### src/rtl/legv8_pkg.sv
// legv8_pkg: shared LEGv8 datapath widths and MEM-stage state encoding
package legv8_pkg;
  localparam int DATA_W = 64;
  localparam int REG_W = 5;
  typedef enum logic [1:0] {IDLE, WAIT, FAULT} mem_state_t;
endpackage

### src/rtl/mem_wb_reg.sv
// mem_wb_reg: MEM/WB pipeline register; bubble clears controls and holds data
module mem_wb_reg #(
  parameter int DATA_W = legv8_pkg::DATA_W,
  parameter int REG_W = legv8_pkg::REG_W
) (
  input  logic              clock,
  input  logic              reset_n,
  input  logic              bubble,
  input  logic [DATA_W-1:0] alu_result,
  input  logic [DATA_W-1:0] read_data,
  input  logic [REG_W-1:0]  write_reg,
  input  logic              regwrite,
  input  logic              memtoreg,
  output logic [DATA_W-1:0] wb_read_data,
  output logic [DATA_W-1:0] wb_alu_result,
  output logic [REG_W-1:0]  wb_write_reg,
  output logic              wb_regwrite,
  output logic              wb_memtoreg
);
  logic [DATA_W-1:0] read_data_d, read_data_q, alu_result_d, alu_result_q;
  logic [REG_W-1:0] write_reg_d, write_reg_q;
  logic regwrite_d, regwrite_q, memtoreg_d, memtoreg_q;
  always_comb begin
    read_data_d = bubble ? read_data_q : read_data;
    alu_result_d = bubble ? alu_result_q : alu_result;
    write_reg_d = bubble ? write_reg_q : write_reg;
    regwrite_d = ~bubble & regwrite;
    memtoreg_d = ~bubble & memtoreg;
  end
  always_ff @(posedge clock or negedge reset_n) begin
    if (!reset_n) begin
      read_data_q <= '0;
      alu_result_q <= '0;
      write_reg_q <= '0;
      regwrite_q <= 1'b0;
      memtoreg_q <= 1'b0;
    end else begin
      read_data_q <= read_data_d;
      alu_result_q <= alu_result_d;
      write_reg_q <= write_reg_d;
      regwrite_q <= regwrite_d;
      memtoreg_q <= memtoreg_d;
    end
  end
  assign wb_read_data = read_data_q;
  assign wb_alu_result = alu_result_q;
  assign wb_write_reg = write_reg_q;
  assign wb_regwrite = regwrite_q;
  assign wb_memtoreg = memtoreg_q;
endmodule

### src/rtl/mem_stage.sv
// mem_stage: LEGv8 MEM stage with variable-latency dmem handshake, stall, branch resolve and MEM/WB
module mem_stage #(
  parameter int DATA_W = legv8_pkg::DATA_W,
  parameter int REG_W = legv8_pkg::REG_W,
  parameter int TIMEOUT = 255
) (
  input  logic              clock,
  input  logic              reset_n,
  input  logic [DATA_W-1:0] add_result,
  input  logic [DATA_W-1:0] alu_result,
  input  logic              zero,
  input  logic [DATA_W-1:0] read2,
  input  logic [REG_W-1:0]  write_reg,
  input  logic              branch,
  input  logic              memread,
  input  logic              memwrite,
  input  logic              regwrite,
  input  logic              memtoreg,
  output logic              dmem_req,
  output logic              dmem_we,
  output logic [DATA_W-1:0] dmem_addr,
  output logic [DATA_W-1:0] dmem_wdata,
  input  logic              dmem_ready,
  input  logic [DATA_W-1:0] dmem_rdata,
  output logic              stall,
  output logic              pcsrc,
  output logic [DATA_W-1:0] branch_target,
  output logic              mem_fault,
  output logic [DATA_W-1:0] wb_read_data,
  output logic [DATA_W-1:0] wb_alu_result,
  output logic [REG_W-1:0]  wb_write_reg,
  output logic              wb_regwrite,
  output logic              wb_memtoreg
);
  import legv8_pkg::*;
  localparam int CW = $clog2(TIMEOUT + 1);
  mem_state_t state_d, state_q;
  logic [CW-1:0] cnt_d, cnt_q;
  logic access, misaligned, bubble;
  logic [DATA_W-1:0] read_data;
  always_comb begin
    access = (memread | memwrite) & (state_q != FAULT);
    misaligned = access & (alu_result[2:0] != 3'd0);
    dmem_req = reset_n & ((state_q == WAIT) | (access & ~misaligned));
    dmem_we = memwrite;
    dmem_addr = alu_result;
    dmem_wdata = read2;
    stall = dmem_req & ~dmem_ready;
    pcsrc = branch & zero & (state_q != FAULT);
    branch_target = add_result;
    mem_fault = state_q == FAULT;
    bubble = stall | misaligned | (state_q == FAULT);
    read_data = (memread & ~memwrite & dmem_req & dmem_ready) ? dmem_rdata : '0;
    state_d = misaligned ? FAULT :
              (state_q == IDLE) ? (stall ? WAIT : IDLE) :
              (state_q == WAIT) ? (dmem_ready ? IDLE : (cnt_q == CW'(TIMEOUT)) ? FAULT : WAIT) :
              state_q;
    cnt_d = (state_d == WAIT) ? cnt_q + CW'(1) : '0;
  end
  always_ff @(posedge clock or negedge reset_n) begin
    if (!reset_n) begin
      state_q <= IDLE;
      cnt_q <= '0;
    end else begin
      state_q <= state_d;
      cnt_q <= cnt_d;
    end
  end
  mem_wb_reg #(.DATA_W(DATA_W), .REG_W(REG_W)) u_mem_wb (
    .clock(clock),
    .reset_n(reset_n),
    .bubble(bubble),
    .alu_result(alu_result),
    .read_data(read_data),
    .write_reg(write_reg),
    .regwrite(regwrite),
    .memtoreg(memtoreg),
    .wb_read_data(wb_read_data),
    .wb_alu_result(wb_alu_result),
    .wb_write_reg(wb_write_reg),
    .wb_regwrite(wb_regwrite),
    .wb_memtoreg(wb_memtoreg)
  );
endmodule

### config.mk
export PLATFORM = sky130hd
export DESIGN_NAME = mem_stage
export DESIGN_NICKNAME = d
export VERILOG_FILES = /design/src/rtl/legv8_pkg.sv /design/src/rtl/mem_wb_reg.sv /design/src/rtl/mem_stage.sv
export SDC_FILE = /design/constraint.sdc
export NUM_CORES = 1
export LEC_CHECK = 0
export CAP_MARGIN = 0
export CORE_AREA = 4 4 229 231
export DETAILED_ROUTE_END_ITERATION = 7
export DIE_AREA = 0 0 233 235
export GPL_TIMING_DRIVEN = 1
export SYNTH_ARGS = -nofsm -noshare
export SYNTH_HDL_FRONTEND = slang
export SYNTH_SLANG_ARGS = --single-unit
### constraint.sdc
create_clock -name clock -period 2.4 [get_ports clock]
set_input_delay 0.48 -clock clock [delete_from_list [all_inputs] [get_ports clock]]
set_output_delay 0.48 -clock clock [all_outputs]
set_load 0.005 [all_outputs]
==> results of run 1 <==
kinds of logic (layout without fill, tap and decap cells):
kind of cell | count (synthesis) | count (layout) | share of synthesized area (%)
DFF | 145 | 145 | 52.3
other | 0 | 1 | 0
buffers and inverters | 218 | 397 | 23.8
xor gates and xnor gates | 6 | 6 | 0.758
and+or+nand+nor | 36 | 36 | 2.74
muxes | 69 | 69 | 11.2
AOI/OAI and AO/OA | 72 | 72 | 8.97
adders and majority gates | 1 | 1 | 0.180
routing by layer:
metal,track usage [%],vias to the layer above,part of all wire [%]
met2,13.7,325,48
met3,4.69,85,11
met5,0,-,0.074
met1,7.85,2216,34
met4,5.96,2,6.5
li1,-,2025,-
how the worst max path moves through the flow:
stage                                end  slack (ps)  cells after the start
2_1_floorplan  u_mem_wb.wb_read_data[15]         590                      7
3_3_place_gp                       stall        -480                      5
3_5_place_dp                       stall        -450                      5
4_1_cts                            stall           1                      5
5_1_grt                         dmem_req           6                      5
6_report                        dmem_req          60                      5
Yosys cell counts (2+ instances only):
cell type  instances
a22o_1            64
and4_1             2
buf_2              4
buf_4            195
buf_6             13
clkbuf_1           3
dfrtp_1          145
inv_1              3
mux2_2            69
nand2_1            4
nand3_1            3
nor2_1            13
nor2b_1            4
nor3_1             3
o21a_1             2
xnor2_1            2
xor2_1             4
area by class of cell:
type | instances | area, um2
Fill cell | 5467 | 39700
Clock inverter | 13 | 113
Tap cell | 672 | 841
Antenna cell | 1 | 2.50
Sequential cell | 145 | 3630
Clock buffer | 19 | 443
Multi-Input combinational cell | 184 | 1690
Inverter | 3 | 11.3
Timing Repair Buffer | 362 | 3620
critical path, stage by stage:
cell             delay (ps)
clkdlybuf4s50_1         430
or3_4                   430
nor3_4                  150
o21a_1                  150
clkdlybuf4s15_1         210
per-stage QoR:
step / std cells / setup WS (ps) / power, W / instance area [um2]
2_1_floorplan: 547 / 590 / 0.00513 / 6940
3_3_place_gp: 1365 / -484 / 0.00677 / 9760
3_5_place_dp: 1365 / -452 / 0.00684 / 9760
4_1_cts: 1398 / 1.43 / 0.00955 / 10300
5_1_grt: 1398 / 5.96 / 0.00989 / 10300
6_report: 1399 / 57.2 / 0.00929 / 10300
power groups by stage:
stage / registers, W / logic (W) / clock network (W)
floorplan: 0.00348 / 0.00165 / 0
global placement: 0.00344 / 0.00333 / 0
detailed placement: 0.00346 / 0.00338 / 0
CTS: 0.00342 / 0.00339 / 0.00274
global route: 0.00351 / 0.00356 / 0.00282
finish: 0.00341 / 0.00330 / 0.00257
repair_timing:
item	CTS	global route
resized for setup	7	4
hold buffers	1	0
endpoints found under the setup margin	2	3
pin swaps	2	2
hold endpoints to repair	35	0
==> flow_summary_export.csv, run 1 <==
group,metric,value,unit
drt,wl,22.9,mm
grt,grt_first_pass_wirelength,33.2,mm
grt,grt_pass1_vias,5102,
die,die_area,54800,um2
sta,drv_slew,0,
drt,drtIter0Drc,122,
sta,timing.final.crit_period,2340,ps
die,die_y,235,um
power,peakVddDrop,0.000569,V
clock_tree,cts-buffers-inserted,17,
sta,fin_skew,15.3,ps
yosys,ys_warn_count,0,
die,io_pins,602,
place,port_buffers,345,
worst_setup_path,setup.worst_path.start_class,"input port",
worst_setup_path,crit_required,1920,ps
yosys,synth_cell_types,31,
clock_tree,clk_path_buf_depth,2,
cells_and_area,fin_nets,984,
worst_setup_path,cp-end-kind,"output port",
power,clock_power_share,27.6,%
worst_setup_path,critPathArrivalTime,1860,ps
sta,final_hold_viol_count,0,
grt,grt_max_degree,79,
sta,final.hold.worst_slack,372,ps
yosys,synthCells,547,
power,swShare,27.9,%
grt,grt_antenna_before_repair,2,
sta,fin_setup_tns,0,ps
yosys,ys_seq_area_share,52.3,%
clock_tree,cts_max_level,4,
yosys,synth_edf_count,0,
die,core,50100,um2
sta,maxSlewHeadroom,49.1,%
yosys,ys_top_cells_by_area,"dfrtp_1, buf_4, mux2_2",
clock_tree,clkLatencyLatePin,460,ps
sta,worst_pin_slew,764,ps
die,num_rows,82,
sta,finalCritPeriodShare,97.6,%
cells_and_area,final_common_cell,"clkdlybuf4s50_1",
cells_and_area,area_delta_synth_final,49.2,%
cells_and_area,post-route-util,20.7,%
yosys,synth_top_cell_by_area,"dfrtp_1",
sta,rsz0062_at_grt,"no",
worst_setup_path,critPathMaxFanout,2,
clock_tree,clkSlewWorstSetupHoldPaths,70,ps
cells_and_area,mostFrequentLayoutCells,"clkdlybuf4s50_1, dfrtp_1, mux2_2",
sta,fmax,0.427,GHz
power,p_leak,4.17,nW
power,switchingPower,0.00259,W
drt,drc_errors,0,
cells_and_area,layout-drive-gt1-share,17.2,%
drt,wl_per_cell,16.4,um
power,p_seq_share,36.8,%
job,maxCapViolCount,0,
grt,track_usage,8.37,%
die,dieWidth,233,um
sta,setup_viol,0,
worst_setup_path,critical_path_class,"input port to output port",
yosys,ys_ff_latch,145,
place,globalplace.congestion,0.751,
worst_setup_path,regToRegEndpoint,"u_mem_wb.wb_write_reg[0]",
min_path,worstHoldPathType,"input port to async pin",
drt,via_count,4653,
yosys,syn_nets,818,
yosys,syn_area_per_cell,12.7,um2
yosys,synth_top_area_share,52.3,%
yosys,synthArstFlopShare,100,%
yosys,syn_area,6940,um2
die,start_util,13.9,%
worst_setup_path,worstSetupStartpoint,"alu_result[1]",
clock_tree,root_buffer,"clkbuf_16",
grt,grt-ovfl-total,0,
place,hpwl,18.0,mm
power,p_int,0.00670,W
yosys,synth-main-ff-cell,"dfrtp_1",
worst_setup_path,rrSetupSlack,370,ps
power,combPwrFrac,35.6,%
clock_tree,post_cts_buffers,0,
drt,antenna_left,0,
clock_tree,cts_tree,"yes",
worst_setup_path,reg2reg_depth,6,
drt,first_pass_iters,4,
outcome,status,"completed",
drt,viasPerCell,3.33,
clock_tree,cts_sinks,145,
power,power_density,897,nW/um2
worst_setup_path,reg2reg_from,"state_q[1]",
Note: power is estimated with default switching activity, not from simulation.
==> run 2: changes to the inputs <==
CORE_AREA = 4 4 235 237   (was 4 4 229 231)
DIE_AREA = 0 0 239 241   (was 0 0 233 235)
SKIP_LAST_GASP = 1   (was unset)
==> flow_summary_export.csv, run 2 (same netlist as run 1, synthesis figures left out) <==
group,metric,value,unit
job,maxCapViolCount,0,
power,clock_power_share,30.8,%
clock_tree,clk_path_buf_depth,2,
worst_setup_path,cp-end-kind,"output port",
grt,grt_max_degree,76,
cells_and_area,fin_nets,991,
place,postPlaceCellArea,9870,um2
grt,grt_pass1_vias,5070,
cells_and_area,final_area,10600,um2
drt,first_pass_iters,4,
outcome,status,"completed",
clock_tree,clkSlewWorstSetupHoldPaths,60,ps
power,combPwrFrac,34.1,%
drt,met1_length,7.53,mm
sta,fin_ws,43.8,ps
min_path,worstHoldPathType,"input port to async pin",
drt,wl,21.8,mm
sta,rsz0062_at_grt,"yes",
place,dp_slack,-470,ps
sta,maxSlewHeadroom,55.1,%
grt,grt-ovfl-total,0,
clock_tree,root_buffer,"clkbuf_16",
cells_and_area,final_common_cell,"clkdlybuf4s50_1",
place,globalplace.congestion,0.722,
clock_tree,clkLatencyLatePin,460,ps
sta,setup_viol,0,
place,port_buffers,345,
cells_and_area,area_delta_synth_final,52.3,%
grt,grt_antenna_before_repair,3,
power,p_int,0.00712,W
cells_and_area,layout-drive-gt1-share,18.0,%
grt,grt_first_pass_wirelength,31.0,mm
worst_setup_path,crit_required,1920,ps
power,p_seq_share,35.1,%
worst_setup_path,critical_path_class,"input port to output port",
die,io_pins,602,
power,p_leak,4.25,nW
clock_tree,cts-buffers-inserted,17,
die,start_util,13.0,%
clock_tree,cts_tree,"yes",
drt,drtIter0Drc,106,
worst_setup_path,path_cells,"clkdlybuf4s50_1 -> or3_4 -> nor3_4 -> o21a_1 -> dlygate4sd2_1",
worst_setup_path,critPathMaxFanout,2,
drt,top_layer,"met5",
sta,fmax,0.424,GHz
die,die_y,241,um
place,hpwl,17.0,mm
clock_tree,cts_max_level,4,
drt,wl_per_cell,15.2,um
sta,timing.final.crit_period,2360,ps
power,peakVddDrop,0.000579,V
drt,viasPerCell,3.27,
die,die_area,57600,um2
worst_setup_path,cpMaxStageDelayCell,"or3_4",
sta,drv_slew,0,
die,num_rows,85,
drt,antenna_left,0,
worst_setup_path,setup.worst_path.start_class,"input port",
sta,final_hold_viol_count,0,
cells_and_area,mostFrequentLayoutCells,"clkdlybuf4s50_1, dfrtp_1, mux2_2",
sta,finalCritPeriodShare,98.2,%
grt,track_usage,7.40,%
worst_setup_path,worst-path-buf-inv,2,
power,swShare,26.7,%
worst_setup_path,critPathArrivalTime,1880,ps
die,core,53300,um2
sta,worst_pin_slew,673,ps
power,switchingPower,0.00259,W
sta,final.hold.worst_slack,439,ps
drt,drc_errors,0,
worst_setup_path,cp_top_family,"buffers and inverters",
clock_tree,cts_sinks,145,
drt,route.met3.wl,2.69,mm
drt,via_count,4672,
die,dieWidth,239,um
drt,wl_met2,10.1,mm
power,power_density,919,nW/um2
worst_setup_path,max_stage_delay,440,ps
sta,fin_skew,11.9,ps
==> run 2: cell count changes in the layout (fill, tap and decap cells not counted) <==
cell,before,now
clkbuf_2,1,0
bufinv_16,1,5
nor2_2,0,1
inv_6,2,1
buf_12,3,6
nor2_1,13,12
nor2b_4,1,0
nor2b_2,0,1
clkinv_2,5,2
buf_4,13,17
dlygate4sd2_1,1,2
==> run 2: final timing paths <==
kind,slack [ps],start,end,cells past startpoint
max in group asynchronous,770,reset_n,cnt_q[3],4
min in group clock,480,cnt_q[0],cnt_q[0],1
hold / removal,440,reset_n,state_q[0],2
hold reg to reg,480,cnt_q[0],cnt_q[0],1
setup / recovery,40,alu_result[1],stall,5
setup reg to reg,240,state_q[1],u_mem_wb.wb_alu_result[18],6
==> run 2: routing by layer <==
metal / track usage, % / up-vias
li1: - / 2042
met1: 7.13 / 2233
met2: 11.3 / 304
met3: 4.55 / 91
met4: 6.05 / 2
met5: 0 / -
==> run 2: worst reg2reg max path: stages, from the launching register on <==
cell     delay [ps]
dfrtp_1         380
nor2b_2         180
buf_4           180
nor3_1          350
a211o_4         190
buf_12          280
mux2_2          480
==> run 2: layout make-up <==
class	instances	area, um2
Antenna cell	1	2.50
Clock buffer	19	443
Clock inverter	13	209
Fill cell	5736	42700
Inverter	3	11.3
Multi-Input combinational cell	184	1690
Sequential cell	145	3630
Tap cell	696	871
Timing Repair Buffer	369	3710
==> run 2: power groups by stage <==
stage,Combinational (W),Sequential [W],Clock (W)
after global routing,0.00360,0.00349,0.00324
after global placement,0.00335,0.00342,0
after detailed placement,0.00341,0.00345,0
after CTS,0.00343,0.00341,0.00317
final,0.00332,0.00340,0.00299
after floorplan,0.00165,0.00348,0
==> run 2: metrics by stage <==
step	utilization, %	instances	power [W]	setup TNS (ps)
6_report	19.8	1430	0.00971	0
4_1_cts	19.8	1429	0.0100	0
2_1_floorplan	-	547	0.00513	0
5_1_grt	19.8	1429	0.0103	-69.5
3_3_place_gp	18.5	1395	0.00678	-23470
3_5_place_dp	18.5	1395	0.00686	-25350
==> run 2: timing repair <==
action,4_1_cts,5_1_grt
resized for setup,8,1
endpoints found under the setup margin,3,3
pin swaps,3,1
buffers inserted,1,0
endpoints found under the hold margin,10,0
hold buffers,1,0
==> run 3: changes to the inputs <==
CORE_AREA = 4 4 231 233   (was 4 4 235 237)
CTS_BUF_LIST = sky130_fd_sc_hd__clkbuf_8   (was unset)
DIE_AREA = 0 0 235 237   (was 0 0 239 241)
==> flow_summary_export.csv, run 3 (same netlist as run 1, synthesis figures left out) <==
group,metric,value,unit
cells_and_area,layout-drive-gt1-share,17.1,%
min_path,worstHoldPathType,"input port to flop",
cells_and_area,mostFrequentLayoutCells,"clkdlybuf4s50_1, dfrtp_1, mux2_2",
place,hpwl,19.2,mm
sta,finalCritPeriodShare,96.1,%
grt,grt_first_pass_wirelength,35.1,mm
worst_setup_path,cp-end-kind,"output port",
drt,wl,24.4,mm
power,peakVddDrop,0.000459,V
drt,via_count,4675,
sta,rsz0062_at_grt,"no",
cells_and_area,final_common_cell,"clkdlybuf4s50_1",
drt,wl_per_cell,17.3,um
worst_setup_path,critPathMaxFanout,4,
grt,grt_antenna_before_repair,5,
cells_and_area,post-route-util,20.0,%
die,core,51200,um2
worst_setup_path,setup.worst_path.start_class,"input port",
drt,antenna_left,0,
cells_and_area,area_delta_synth_final,47.7,%
clock_tree,cts_max_level,4,
clock_tree,post_cts_buffers,0,
outcome,status,"completed",
sta,fmax,0.433,GHz
sta,fin_skew,14.4,ps
clock_tree,cts_tree,"yes",
clock_tree,cts_sinks,145,
grt,grt_max_degree,76,
clock_tree,clk_path_buf_depth,2,
power,power_density,865,nW/um2
die,dieWidth,235,um
sta,timing.final.crit_period,2310,ps
sta,final.hold.worst_slack,315,ps
cells_and_area,fin_nets,984,
place,globalplace.congestion,0.741,
worst_setup_path,reg2reg_from,"state_q[1]",
clock_tree,root_buffer,"clkbuf_8",
place,dp_slack,-466,ps
drt,drtIter0Drc,96,
drt,first_pass_iters,4,
sta,drv_slew,0,
place,placedCellCount,1373,
sta,final_hold_viol_count,0,
sta,worst_pin_slew,542,ps
worst_setup_path,reg2reg_depth,6,
die,start_util,13.5,%
worst_setup_path,crit_required,1920,ps
sta,maxSlewHeadroom,63.9,%
cells_and_area,fin_cells,1407,
worst_setup_path,worstSetupStartpoint,"memwrite",
die,die_area,55700,um2
sta,setup_viol,0,
sta,fin_ws,93.0,ps
power,p_leak,4.14,nW
grt,grt-ovfl-total,0,
cells_and_area,final_area,10200,um2
clock_tree,clkSlewWorstSetupHoldPaths,90,ps
clock_tree,cts-buffers-inserted,17,
clock_tree,clkLatencyLatePin,510,ps
die,die_y,237,um
die,num_rows,83,
worst_setup_path,critical_path_class,"input port to output port",
drt,viasPerCell,3.32,
job,maxCapViolCount,0,
drt,drc_errors,0,
grt,grt_pass1_vias,5142,
worst_setup_path,critPathArrivalTime,1830,ps
min_path,holdPathStages,2,
place,port_buffers,345,
place,postPlaceCellArea,9780,um2
grt,track_usage,8.75,%
min_path,min_from,"alu_result[1]",
die,io_pins,602,
cells_and_area,nFillCells,5551,
## run 3: cell count changes in the layout (fill, tap and decap cells not counted), moves of 2 or more
cell	previous run	this run
clkbuf_8	1	19
clkbuf_16	17	0
buf_4	17	12
clkdlybuf4s50_1	341	338
buf_12	6	4
bufinv_16	5	3
dlygate4sd2_1	2	4
dlymetal6s2s_1	0	2
## run 3: path summary, 6_finish.rpt
path                                              end  slack, ps
setup / recovery                                stall         90
hold reg to reg                              cnt_q[0]        500
hold / removal              u_mem_wb.wb_alu_result[1]        320
max in group asynchronous  u_mem_wb.wb_alu_result[11]        980
min in group asynchronous   u_mem_wb.wb_alu_result[3]        630
setup reg to reg           u_mem_wb.wb_alu_result[17]        350
## run 3: per-stage QoR
stage	TNS [ps]	total power, W
4_1_cts	0	0.00917
2_1_floorplan	0	0.00513
3_3_place_gp	-21610	0.00680
3_5_place_dp	-19560	0.00687
5_1_grt	0	0.00948
6_report	0	0.00886
## run 3: timing repair
item                       4_1_cts  5_1_grt
setup endpoints to repair        4        2
hold endpoints to repair        27        0
resized for setup                9        2
hold buffers                     1        0
pin swaps                        2        1
## run 3: critical path, stage by stage
cell             delay [ps]
clkdlybuf4s50_1         480
nor2_1                  330
nor3_4                   80
o21a_1                  190
dlygate4sd2_1           270
## run 3: area by class of cell
type	instances	area, um2	share of cell area, %
repair buffers	362	3630	35.5
flip-flops and latches	145	3630	35.4
well taps	680	851	8.31
multi-input cells	184	1690	16.5
clock buffers	19	262	2.55
clock inverters	13	161	1.58
diodes	1	2.50	0.0244
inverters	3	11.3	0.110
## run 3: per-layer routing
metal	wire, um	global-route usage, %
met5	55	0
met4	1140	5.12
met2	11800	14.2
met1	8520	8.40
met3	2880	5.70
## run 3: power by group
group | switching [W] | internal (W)
Sequential | 0.000312 | 0.00309
Clock | 0.00105 | 0.00108
Combinational | 0.00116 | 0.00217
Total | 0.00252 | 0.00634
